==> src/rtl/noc_link_pkg.sv <==
// Shared types and helpers for the registered, credit-based NoC link and its protocol monitor.
package noc_link_pkg;

    localparam int DEF_FLIT_WIDTH        = 64;
    localparam int DEF_DEST_WIDTH        = 4;
    localparam int DEF_FLIT_BUFFER_DEPTH = 2;
    localparam int CREDIT_W              = $clog2(DEF_FLIT_BUFFER_DEPTH + 1);

    typedef struct packed {
        logic [DEF_FLIT_WIDTH-1:0] data;
        logic [DEF_DEST_WIDTH-1:0] dest;
        logic                      is_tail;
        logic                      send;
    } flit_bundle_t;

    typedef enum logic {
        PKT_IDLE  = 1'b0,
        PKT_INPKT = 1'b1
    } pkt_state_t;

    // Counter width able to hold 0..depth credits.
    function automatic int credit_width(input int depth);
        return $clog2(depth + 1);
    endfunction

endpackage

==> src/rtl/noc_pipeline_link_mon_if.sv <==
// Link-side signal bundle: upstream flit/credit pair and downstream flit/credit pair.
interface noc_pipeline_link_mon_if #(
    parameter int FLIT_WIDTH = 64,
    parameter int DEST_WIDTH = 4
);
    logic [FLIT_WIDTH-1:0] data_in;
    logic [DEST_WIDTH-1:0] dest_in;
    logic                  is_tail_in;
    logic                  send_in;
    logic                  credit_out;
    logic [FLIT_WIDTH-1:0] data_out;
    logic [DEST_WIDTH-1:0] dest_out;
    logic                  is_tail_out;
    logic                  send_out;
    logic                  credit_in;

    // Routers around the link drive it (master); the link itself is the slave.
    modport master (
        output data_in, dest_in, is_tail_in, send_in, credit_in,
        input  data_out, dest_out, is_tail_out, send_out, credit_out
    );

    modport slave (
        input  data_in, dest_in, is_tail_in, send_in, credit_in,
        output data_out, dest_out, is_tail_out, send_out, credit_out
    );
endinterface

==> src/rtl/noc_link_delay.sv <==
// Reset-to-zero shift register of STAGES registers; STAGES=0 degenerates to a wire.
module noc_link_delay #(
    parameter int WIDTH  = 1,
    parameter int STAGES = 2
) (
    input  logic             clk,
    input  logic             rst_n,
    input  logic [WIDTH-1:0] d,
    output logic [WIDTH-1:0] q
);

    genvar gi;
    generate
        if (STAGES == 0) begin : g_wire
            assign q = d;
        end else begin : g_pipe
            for (gi = 0; gi < STAGES; gi++) begin : g_stage
                logic [WIDTH-1:0] stage_reg;
                logic [WIDTH-1:0] stage_next;

                if (gi == 0) begin : g_first
                    assign stage_next = d;
                end else begin : g_rest
                    assign stage_next = g_stage[gi-1].stage_reg;
                end

                always_ff @(posedge clk or negedge rst_n) begin
                    if (!rst_n) begin
                        stage_reg <= '0;
                    end else begin
                        stage_reg <= stage_next;
                    end
                end
            end
            assign q = g_stage[STAGES-1].stage_reg;
        end
    endgenerate

endmodule

==> src/rtl/noc_pipeline_link_mon.sv <==
// Registered credit-based NoC link with inline protocol monitor (credits, framing, traffic counters).
module noc_pipeline_link_mon
    import noc_link_pkg::*;
#(
    parameter int NUM_PIPELINE      = 2,
    parameter int FLIT_WIDTH        = 64,
    parameter int DEST_WIDTH        = 4,
    parameter int FLIT_BUFFER_DEPTH = 2,
    parameter int CNT_WIDTH         = 32
) (
    input  logic                                       clk,
    input  logic                                       rst_n,
    noc_pipeline_link_mon_if.slave                     lnk,
    input  logic                                       mon_clear,
    output logic [$clog2(FLIT_BUFFER_DEPTH+1)-1:0]     credits_avail,
    output logic [CNT_WIDTH-1:0]                       flit_count,
    output logic [CNT_WIDTH-1:0]                       pkt_count,
    output logic                                       err_underflow,
    output logic                                       err_overflow,
    output logic                                       err_dest_change
);

    localparam int              CW      = credit_width(FLIT_BUFFER_DEPTH);
    localparam int              BW      = FLIT_WIDTH + DEST_WIDTH + 2;
    localparam logic [CW-1:0]   FULL    = CW'(FLIT_BUFFER_DEPTH);

    logic [BW-1:0] fwd_d;
    logic [BW-1:0] fwd_q;
    logic [0:0]    crd_q;

    assign fwd_d = {lnk.data_in, lnk.dest_in, lnk.is_tail_in, lnk.send_in};
    assign {lnk.data_out, lnk.dest_out, lnk.is_tail_out, lnk.send_out} = fwd_q;
    assign lnk.credit_out = crd_q[0];

    noc_link_delay #(.WIDTH(BW), .STAGES(NUM_PIPELINE)) u_fwd_delay (
        .clk   (clk),
        .rst_n (rst_n),
        .d     (fwd_d),
        .q     (fwd_q)
    );

    noc_link_delay #(.WIDTH(1), .STAGES(NUM_PIPELINE)) u_crd_delay (
        .clk   (clk),
        .rst_n (rst_n),
        .d     (lnk.credit_in),
        .q     (crd_q)
    );

    // Credit accounting uses the credit as the upstream router actually sees it (after the return delay).
    logic [CW-1:0] credits_reg;
    logic          credit_ret;
    logic          underflow_evt;
    logic          overflow_evt;

    assign credit_ret    = crd_q[0];
    assign underflow_evt = lnk.send_in && !credit_ret && (credits_reg == '0);
    assign overflow_evt  = credit_ret && !lnk.send_in && (credits_reg == FULL);

    always_ff @(posedge clk or negedge rst_n) begin
        if (!rst_n) begin
            credits_reg <= FULL;
        end else begin
            case ({lnk.send_in, credit_ret})
                2'b10:   if (credits_reg != '0)   credits_reg <= credits_reg - 1'b1;
                2'b01:   if (credits_reg != FULL) credits_reg <= credits_reg + 1'b1;
                default: credits_reg <= credits_reg;
            endcase
        end
    end

    pkt_state_t             state_reg;
    logic [DEST_WIDTH-1:0]  dest_reg;
    logic [CNT_WIDTH-1:0]   flit_count_reg;
    logic [CNT_WIDTH-1:0]   pkt_count_reg;
    logic                   err_underflow_reg;
    logic                   err_overflow_reg;
    logic                   err_dest_change_reg;

    // mon_clear wins over any event in the same cycle, including a send_in.
    always_ff @(posedge clk or negedge rst_n) begin
        if (!rst_n) begin
            state_reg           <= PKT_IDLE;
            dest_reg            <= '0;
            flit_count_reg      <= '0;
            pkt_count_reg       <= '0;
            err_underflow_reg   <= 1'b0;
            err_overflow_reg    <= 1'b0;
            err_dest_change_reg <= 1'b0;
        end else if (mon_clear) begin
            state_reg           <= PKT_IDLE;
            flit_count_reg      <= '0;
            pkt_count_reg       <= '0;
            err_underflow_reg   <= 1'b0;
            err_overflow_reg    <= 1'b0;
            err_dest_change_reg <= 1'b0;
        end else begin
            if (underflow_evt) err_underflow_reg <= 1'b1;
            if (overflow_evt)  err_overflow_reg  <= 1'b1;
            if (lnk.send_in) begin
                flit_count_reg <= flit_count_reg + 1'b1;
                if (lnk.is_tail_in) pkt_count_reg <= pkt_count_reg + 1'b1;
                case (state_reg)
                    PKT_IDLE: begin
                        if (!lnk.is_tail_in) begin
                            state_reg <= PKT_INPKT;
                            dest_reg  <= lnk.dest_in;
                        end
                    end
                    PKT_INPKT: begin
                        if (lnk.dest_in != dest_reg) err_dest_change_reg <= 1'b1;
                        if (lnk.is_tail_in) state_reg <= PKT_IDLE;
                    end
                    default: state_reg <= PKT_IDLE;
                endcase
            end
        end
    end

    assign credits_avail   = credits_reg;
    assign flit_count      = flit_count_reg;
    assign pkt_count       = pkt_count_reg;
    assign err_underflow   = err_underflow_reg;
    assign err_overflow    = err_overflow_reg;
    assign err_dest_change = err_dest_change_reg;

endmodule
==> src/flat_wrapper.sv <==
// flat-port wrapper written by rule: the top's interface ports become plain ports
module noc_pipeline_link_mon_flat import noc_link_pkg::*;
#(
    parameter int NUM_PIPELINE      = 2,
    parameter int FLIT_WIDTH        = 64,
    parameter int DEST_WIDTH        = 4,
    parameter int FLIT_BUFFER_DEPTH = 2,
    parameter int CNT_WIDTH         = 32
)
  (clk, rst_n, mon_clear, credits_avail, flit_count, pkt_count, err_underflow, err_overflow, err_dest_change, lnk_data_in, lnk_dest_in, lnk_is_tail_in, lnk_send_in, lnk_credit_in, lnk_data_out, lnk_dest_out, lnk_is_tail_out, lnk_send_out, lnk_credit_out);
  noc_pipeline_link_mon_if #(.FLIT_WIDTH(FLIT_WIDTH), .DEST_WIDTH(DEST_WIDTH)) lnk_i ();
  input  logic clk;
  input  logic rst_n;
  input  logic mon_clear;
  output logic [$clog2(FLIT_BUFFER_DEPTH+1)-1:0] credits_avail;
  output logic [CNT_WIDTH-1:0] flit_count;
  output logic [CNT_WIDTH-1:0] pkt_count;
  output logic err_underflow;
  output logic err_overflow;
  output logic err_dest_change;
  input wire logic [$bits(lnk_i.data_in)-1:0] lnk_data_in;
  input wire logic [$bits(lnk_i.dest_in)-1:0] lnk_dest_in;
  input wire logic [$bits(lnk_i.is_tail_in)-1:0] lnk_is_tail_in;
  input wire logic [$bits(lnk_i.send_in)-1:0] lnk_send_in;
  input wire logic [$bits(lnk_i.credit_in)-1:0] lnk_credit_in;
  output wire logic [$bits(lnk_i.data_out)-1:0] lnk_data_out;
  output wire logic [$bits(lnk_i.dest_out)-1:0] lnk_dest_out;
  output wire logic [$bits(lnk_i.is_tail_out)-1:0] lnk_is_tail_out;
  output wire logic [$bits(lnk_i.send_out)-1:0] lnk_send_out;
  output wire logic [$bits(lnk_i.credit_out)-1:0] lnk_credit_out;
  assign lnk_i.data_in = lnk_data_in;
  assign lnk_i.dest_in = lnk_dest_in;
  assign lnk_i.is_tail_in = lnk_is_tail_in;
  assign lnk_i.send_in = lnk_send_in;
  assign lnk_i.credit_in = lnk_credit_in;
  assign lnk_data_out = lnk_i.data_out;
  assign lnk_dest_out = lnk_i.dest_out;
  assign lnk_is_tail_out = lnk_i.is_tail_out;
  assign lnk_send_out = lnk_i.send_out;
  assign lnk_credit_out = lnk_i.credit_out;
  noc_pipeline_link_mon #(.NUM_PIPELINE(NUM_PIPELINE), .FLIT_WIDTH(FLIT_WIDTH), .DEST_WIDTH(DEST_WIDTH), .FLIT_BUFFER_DEPTH(FLIT_BUFFER_DEPTH), .CNT_WIDTH(CNT_WIDTH)) u_core (.clk(clk), .rst_n(rst_n), .lnk(lnk_i), .mon_clear(mon_clear), .credits_avail(credits_avail), .flit_count(flit_count), .pkt_count(pkt_count), .err_underflow(err_underflow), .err_overflow(err_overflow), .err_dest_change(err_dest_change));
endmodule
==> config.mk <==
export PLATFORM = sky130hd
export DESIGN_NAME = noc_pipeline_link_mon_flat
export DESIGN_NICKNAME = d
export VERILOG_FILES = /design/src/rtl/noc_link_pkg.sv /design/src/rtl/noc_pipeline_link_mon_if.sv /design/src/rtl/noc_link_delay.sv /design/src/rtl/noc_pipeline_link_mon.sv /design/src/flat_wrapper.sv
export SDC_FILE = /design/constraint.sdc
export NUM_CORES = 1
export LEC_CHECK = 0
export ABC_AREA = 1
export CAP_MARGIN = 0
export CORE_MARGIN = 2
export CORE_UTILIZATION = 42
export CTS_CLUSTER_SIZE = 40
export DETAILED_ROUTE_END_ITERATION = 10
export PLACE_DENSITY_LB_ADDON = 0.05
export SLEW_MARGIN = 20
export SYNTH_ARGS = -nofsm -noshare
export SYNTH_HDL_FRONTEND = slang
export SYNTH_HIERARCHICAL = 1
export SYNTH_SLANG_ARGS = --single-unit
==> constraint.sdc <==
create_clock -name clk -period 1.64 [get_ports clk]
set_input_delay 0.328 -clock clk [delete_from_list [all_inputs] [get_ports clk]]
set_output_delay 0.328 -clock clk [all_outputs]
set_load 0.02 [all_outputs]
==> run_results.csv, run 1 <==
group,metric,value,unit
run,max-cap-violations,0,
yosys,synthFlopType,"dfrtp_1",
critical_path,crit_chain,"clkdlybuf4s15_1",
timing,finClkSkew,0.0264,ns
yosys,ys_ff_latch,216,
yosys,syn-instance-count,757,
cts,clockRootBuffer,"clkbuf_16",
detailed_routing,dr.first_iter.drc_count,266,
critical_path,crit_cells,1,
min_path,hold_depth,1,
final_layout,n_antenna_cell,0,
critical_path,path_delay_family,"flip-flops",
yosys,ys_seq_area_frac,0.689,
cts,cts.sink_count,216,
critical_path,critPathSlowestCell,"dfrtp_1",
power_and_ir_drop,peakVddDrop,0.846,mV
yosys,netlist_area,7850,um^2
yosys,yosysWarnings,6,
floorplanning,die_w,141,um
power_and_ir_drop,power,11.7,mW
global_route,grt_pass1_vias,5732,
floorplanning,dieArea,19800,um^2
critical_path,worstSetupEndpointType,"output pin",
yosys,synth_area_leaders,"dfrtp_1, nand2_1, nor2_1",
global_route,overflow,0,
yosys,synth_area_per_cell,10.4,um^2
detailed_routing,ant_nets,0,
critical_path,crit_arrival,1.27,ns
place,dpl.hpwl,13500,um
timing,slew-limit-headroom,0.712,
detailed_routing,drcViolationCount,0,
place,place_congestion,0.847,
global_route,grt_util_all_layers,0.189,
timing,worstMarginPinSlew,0.432,ns
detailed_routing,wire_per_inst,14.5,um
cts,clk_path_buf_depth,3,
floorplanning,io_pins,214,
yosys,synthTopCellsByCount,"dfrtp_1, nand2_1, nor2_1",
timing,clock.fmax,626,MHz
timing,finalSetupViolCount,0,
critical_path,r2r-start,"u_core/pkt_count[0]",
cts,cts_max_level,1,
critical_path,critical_path_class,"register to output pin",
timing,fin_crit_sh,0.974,
yosys,async_flop_share,1.00,
floorplanning,core,18500,um^2
critical_path,path_max_fanout,4,
yosys,synth_edf_count,0,
timing,setup_slack,0.0419,ns
min_path,hp-start,"lnk_data_in[6]",
final_layout,nets,1106,
critical_path,startpoint,"u_core/credits_avail[0]",
cts,cts_buffers,23,
yosys,synthDistinctLibCells,33,
min_path,hp-class,"input pin to register",
critical_path,crit_path_start_kind,"register",
yosys,synth_top_area_share,0.685,
place,portBuffers,213,
yosys,synth_largest_area_cell,"dfrtp_1",
cts,clkSlewWorstSetupHoldPaths,0.06,ns
timing,hold_viol_final,0,
floorplanning,start_util,0.424,
critical_path,crit_path_max_incr_delay,0.40,ns
place,dp_slack,-0.335,ns
final_layout,fin_util,0.605,
power_and_ir_drop,powerDensity,1050,nW/um^2
global_route,grt_max_degree,54,
floorplanning,die_y,141,um
detailed_routing,routed_wl,18500,um
cts,clock_latency,0.51,ns
critical_path,crit_required,1.31,ns
final_layout,nFillCells,1584,
cts,cts_tree,"done",
power_and_ir_drop,leakage,5.17,nW
timing,whs,0.252,ns
global_route,grt_pass1_wl,29800,um
global_route,antenna_found_initial,0,
final_layout,areaGrowthSynthToFinish,42.6,%
timing,final.setup.tns,0,ns
timing,slew_violations,0,
detailed_routing,vias_per_cell,4.70,
yosys,synth.most_common_cell,"dfrtp_1",
critical_path,rr_worst_depth,10,
critical_path,crit_buf_inv,1,
run_status,status,"finished, final reports clean",
detailed_routing,dr.pass1.iters,4,
floorplanning,rows,50,
detailed_routing,via_count,6006,
yosys,syn_nets,835,
final_layout,drive_gt1_frac,0.148,
timing,period_needed,1.60,ns
==> cell families (layout without fill, tap and decap cells) <==
group / count (synthesis) / in the layout / synth area share
buffers and inverters: 83 / 368 / 0.0406
XOR/XNOR: 4 / 4 / 0.00446
AND/OR/NAND/NOR: 376 / 377 / 0.211
adder cells (fa/ha/maj): 4 / 4 / 0.00637
flip-flops: 216 / 216 / 0.689
multiplexers: 1 / 1 / 0.00143
AO/OA/AOI/OAI: 73 / 73 / 0.0478
==> cell type report <==
cell class                      count  area [um^2]  area share
Clock buffer                       28          604      0.0540
Clock inverter                     12          141      0.0126
Inverter                           74          278      0.0248
Multi-Input combinational cell    459         2170       0.194
Sequential cell                   216         5420       0.484
Tap cell                          234          293      0.0261
Timing Repair Buffer              254         2300       0.205
==> per-layer routing <==
| layer | GRT usage | wire (um) | part of all wire |
|---|---|---|---|
| met5 | 0 | 0 | 0 |
| met4 | 0.0605 | 534 | 0.029 |
| met3 | 0.0591 | 1440 | 0.078 |
| met2 | 0.295 | 8660 | 0.47 |
| met1 | 0.253 | 7830 | 0.42 |
==> through the flow <==
step / cell area (um^2) / cells
after floorplan: 7850 / 757
after global placement: 10600 / 1232
after detailed placement: 10600 / 1232
after CTS: 11200 / 1273
after global routing: 11200 / 1277
final: 11200 / 1277
==> layout by cell type, fill, tap and decap left out, types with 3 or more instances in the layout <==
| master | Yosys | final |
|---|---|---|
| o21ai_0 | 26 | 26 |
| dfrtp_1 | 215 | 208 |
| clkdlybuf4s15_2 | 0 | 11 |
| nand4_1 | 17 | 17 |
| dfrtp_2 | 0 | 7 |
| clkbuf_16 | 0 | 23 |
| buf_2 | 3 | 3 |
| nor2_4 | 9 | 13 |
| bufinv_16 | 0 | 3 |
| nor2_1 | 116 | 116 |
| a21oi_1 | 42 | 42 |
| nand3b_1 | 4 | 4 |
| buf_12 | 0 | 5 |
| dlygate4sd2_1 | 0 | 92 |
| buf_4 | 1 | 35 |
| nand3_1 | 38 | 37 |
| clkbuf_1 | 2 | 4 |
| clkdlybuf4s50_1 | 0 | 72 |
| clkdlybuf4s15_1 | 0 | 15 |
| nand2_1 | 163 | 162 |
| inv_1 | 70 | 70 |
| nor2_2 | 12 | 9 |
| clkbuf_2 | 0 | 19 |
| inv_2 | 3 | 3 |
| nor3_1 | 6 | 6 |
| nand2_2 | 5 | 5 |
| ha_1 | 4 | 4 |
| clkinv_2 | 0 | 7 |
==> worst paths after layout <==
path	end	slack, ns
worst min-delay path	u_core/u_fwd_delay/g_pipe.g_stage[0].stage_reg[12]	0.25
min in group asynchronous	u_core/u_fwd_delay/q[66]	0.35
worst max register to register	u_core/pkt_count[30]	0.12
worst max-delay path	credits_avail[0]	0.04
worst min register to register	u_core/u_fwd_delay/q[14]	0.34
max in group asynchronous	u_core/u_fwd_delay/q[27]	0.65
==> power breakdown <==
group          internal [mW]  switching (mW)
combinational          0.431           0.532
clock                   3.09            2.02
sequential              5.58          0.0952
==> timing repair <==
| item | CTS | global route |
|---|---|---|
| endpoints found under the setup margin | 140 | 56 |
| buffers inserted | 0 | 3 |
| gates resized for setup | 186 | 53 |
| pin swaps | 0 | 3 |
| hold buffers | 1 | 0 |
| gates cloned | 0 | 1 |
| hold endpoints to repair | 46 | 0 |
No activity file was read; power rests on OpenSTA's default activity.
==> run 2, diff against run 1 <==
--- a/config.mk
+++ b/config.mk
@@ -12,6 +12,7 @@
 export CTS_CLUSTER_SIZE = 40
 export DETAILED_ROUTE_END_ITERATION = 10
 export PLACE_DENSITY_LB_ADDON = 0.05
+export SETUP_SLACK_MARGIN = 0.05
 export SLEW_MARGIN = 20
 export SYNTH_ARGS = -nofsm -noshare
 export SYNTH_HDL_FRONTEND = slang
==> constraint.sdc (replaced) <==
create_clock -name clk -period 1.3 [get_ports clk]
set_input_delay 0.26 -clock clk [delete_from_list [all_inputs] [get_ports clk]]
set_output_delay 0.26 -clock clk [all_outputs]
set_load 0.02 [all_outputs]
==> run_results.csv, run 2 (synthesized netlist as in run 1, its figures left out) <==
group,metric,value,unit
run_status,status,"finished, violations left",
run_status,violations,"setup timing",
timing,slew-limit-headroom,0.768,
power_and_ir_drop,powerDensity,1200,nW/um^2
final_layout,layout_commonest_cell,"dfrtp_1",
final_layout,nets,1221,
critical_path,crit_path_start_kind,"register",
cts,cts.sink_count,216,
final_layout,stdcell_area,13200,um^2
global_route,antenna_found_initial,0,
global_route,grt_util_all_layers,0.209,
global_route,grt_pass1_vias,6523,
cts,cts_buffers,23,
timing,clock.fmax,676,MHz
timing,finClkSkew,0.0107,ns
critical_path,crit_required,1.04,ns
critical_path,worstSetupEndpointType,"output pin",
critical_path,startpoint,"u_core/flit_count[0]",
detailed_routing,ant_nets,0,
floorplanning,die_w,141,um
floorplanning,dieArea,19800,um^2
cts,clockRootBuffer,"clkbuf_16",
floorplanning,rows,50,
run,max-cap-violations,0,
global_route,overflow,0,
timing,hold_viol_final,0,
timing,rsz0062_at_grt,"true",
detailed_routing,via_count,6564,
cts,clkSlewWorstSetupHoldPaths,0.06,ns
detailed_routing,dr.pass1.iters,4,
min_path,hold_depth,1,
global_route,grt_max_degree,43,
floorplanning,core,18500,um^2
floorplanning,die_y,141,um
min_path,hold_end,"u_core/u_crd_delay/g_pipe.g_stage[0].stage_reg",
detailed_routing,vias_per_cell,4.71,
min_path,hp-class,"input pin to register",
floorplanning,start_util,0.424,
critical_path,rr_worst_depth,7,
min_path,hp-start,"lnk_credit_in",
detailed_routing,routed_wl,20800,um
final_layout,nFillCells,1380,
final_layout,layout_common_cells,"dfrtp_1, buf_6, nand2_1",
place,postPlaceCellArea,11300,um^2
final_layout,fin_util,0.715,
place,place_congestion,0.845,
detailed_routing,drcViolationCount,0,
place,portBuffers,213,
detailed_routing,wire_per_inst,15.0,um
final_layout,areaGrowthSynthToFinish,68.7,%
timing,final.setup.tns,-5.83,ns
place,dpl.hpwl,14000,um
global_route,grt_pass1_wl,33300,um
final_layout,n_antenna_cell,0,
power_and_ir_drop,peakVddDrop,1.18,mV
critical_path,crit_arrival,1.22,ns
timing,slew_violations,0,
critical_path,r2r-start,"u_core/flit_count[2]",
critical_path,reg2reg_slack,-0.15,ns
cts,cts_tree,"done",
power_and_ir_drop,leakage,6.05,nW
cts,clock_latency,0.50,ns
detailed_routing,dr.first_iter.drc_count,364,
critical_path,path_max_fanout,4,
final_layout,drive_gt1_frac,0.458,
cts,cts_max_level,1,
timing,finalSetupViolCount,98,
floorplanning,io_pins,214,
cts,clk_path_buf_depth,3,
critical_path,worstReg2RegEnd,"u_core/flit_count[27]",
timing,worstMarginPinSlew,0.345,ns
critical_path,critical_path_class,"register to output pin",
timing,setup_slack,-0.179,ns
timing,period_needed,1.48,ns
timing,fin_crit_sh,1.14,
place,dp_slack,-0.586,ns
==> run 2: cell count changes in the layout (fill, tap and decap cells not counted), sizes merged <==
cell           previous run  this run
buf                      44       296
clkdlybuf4s15            26         0
clkbuf                   47        34
bufinv                    3         4
dlygate4sd2              92         0
clkinvlp                  1         0
clkinv                    8         4
inv                      74        73
==> run 2: what timing repair did <==
item,CTS,global route
setup buffers,34,16
hold buffers,1,0
resized for setup,925,86
endpoints found under the hold margin,216,0
pin swaps,43,50
setup endpoints to repair,193,200
cloned,1,0
==> run 2: how the worst max path moves through the flow <==
| stage | end | cells past startpoint | slack [ns] |
|---|---|---|---|
| 6_report | flit_count[0] | 2 | -0.18 |
| 5_1_grt | u_core/pkt_count[28] | 9 | -0.24 |
| 4_1_cts | pkt_count[1] | 2 | -0.17 |
| 3_5_place_dp | u_core/pkt_count[28] | 10 | -0.59 |
| 3_3_place_gp | u_core/pkt_count[28] | 10 | -0.53 |
| 2_1_floorplan | u_core/pkt_count[20] | 9 | -0.12 |
==> run 2: power breakdown <==
| part | switching (mW) | internal (mW) | leakage [nW] |
|---|---|---|---|
| Sequential | 0.155 | 7.04 | 2.60 |
| Combinational | 0.764 | 0.864 | 3.03 |
| Clock | 2.58 | 4.48 | 0.413 |
==> run 2: final cells by class <==
| class | count | area (um^2) | area share |
|---|---|---|---|
| Clock buffer | 34 | 697 | 0.0526 |
| Clock inverter | 7 | 135 | 0.0102 |
| Inverter | 74 | 284 | 0.0214 |
| Multi-Input combinational cell | 459 | 2710 | 0.205 |
| Sequential cell | 216 | 5460 | 0.412 |
| Tap cell | 234 | 293 | 0.0221 |
| Timing Repair Buffer | 369 | 3670 | 0.277 |
==> run 2: per-stage QoR <==
stage	cells	power, mW	hold slack, ns
floorplan	757	7.75	-0.0356
CTS	1377	16.0	0.174
global route	1393	16.5	0.178
finish	1393	15.9	0.196
global placement	1300	8.74	0.164
detailed placement	1300	8.77	0.164
==> run 2: worst max-delay path, cell delays in order (launching register included) <==
cell and delay, ns:
dfrtp_2 0.44, buf_4 0.15, buf_6 0.12
==> run 2: per-layer routing <==
layer	global-route usage	up-vias	share of wire
met5	0	-	0
met4	0.0521	0	0.025
met3	0.0622	43	0.075
met2	0.350	203	0.49
met1	0.271	3149	0.41
li1	-	3169	-
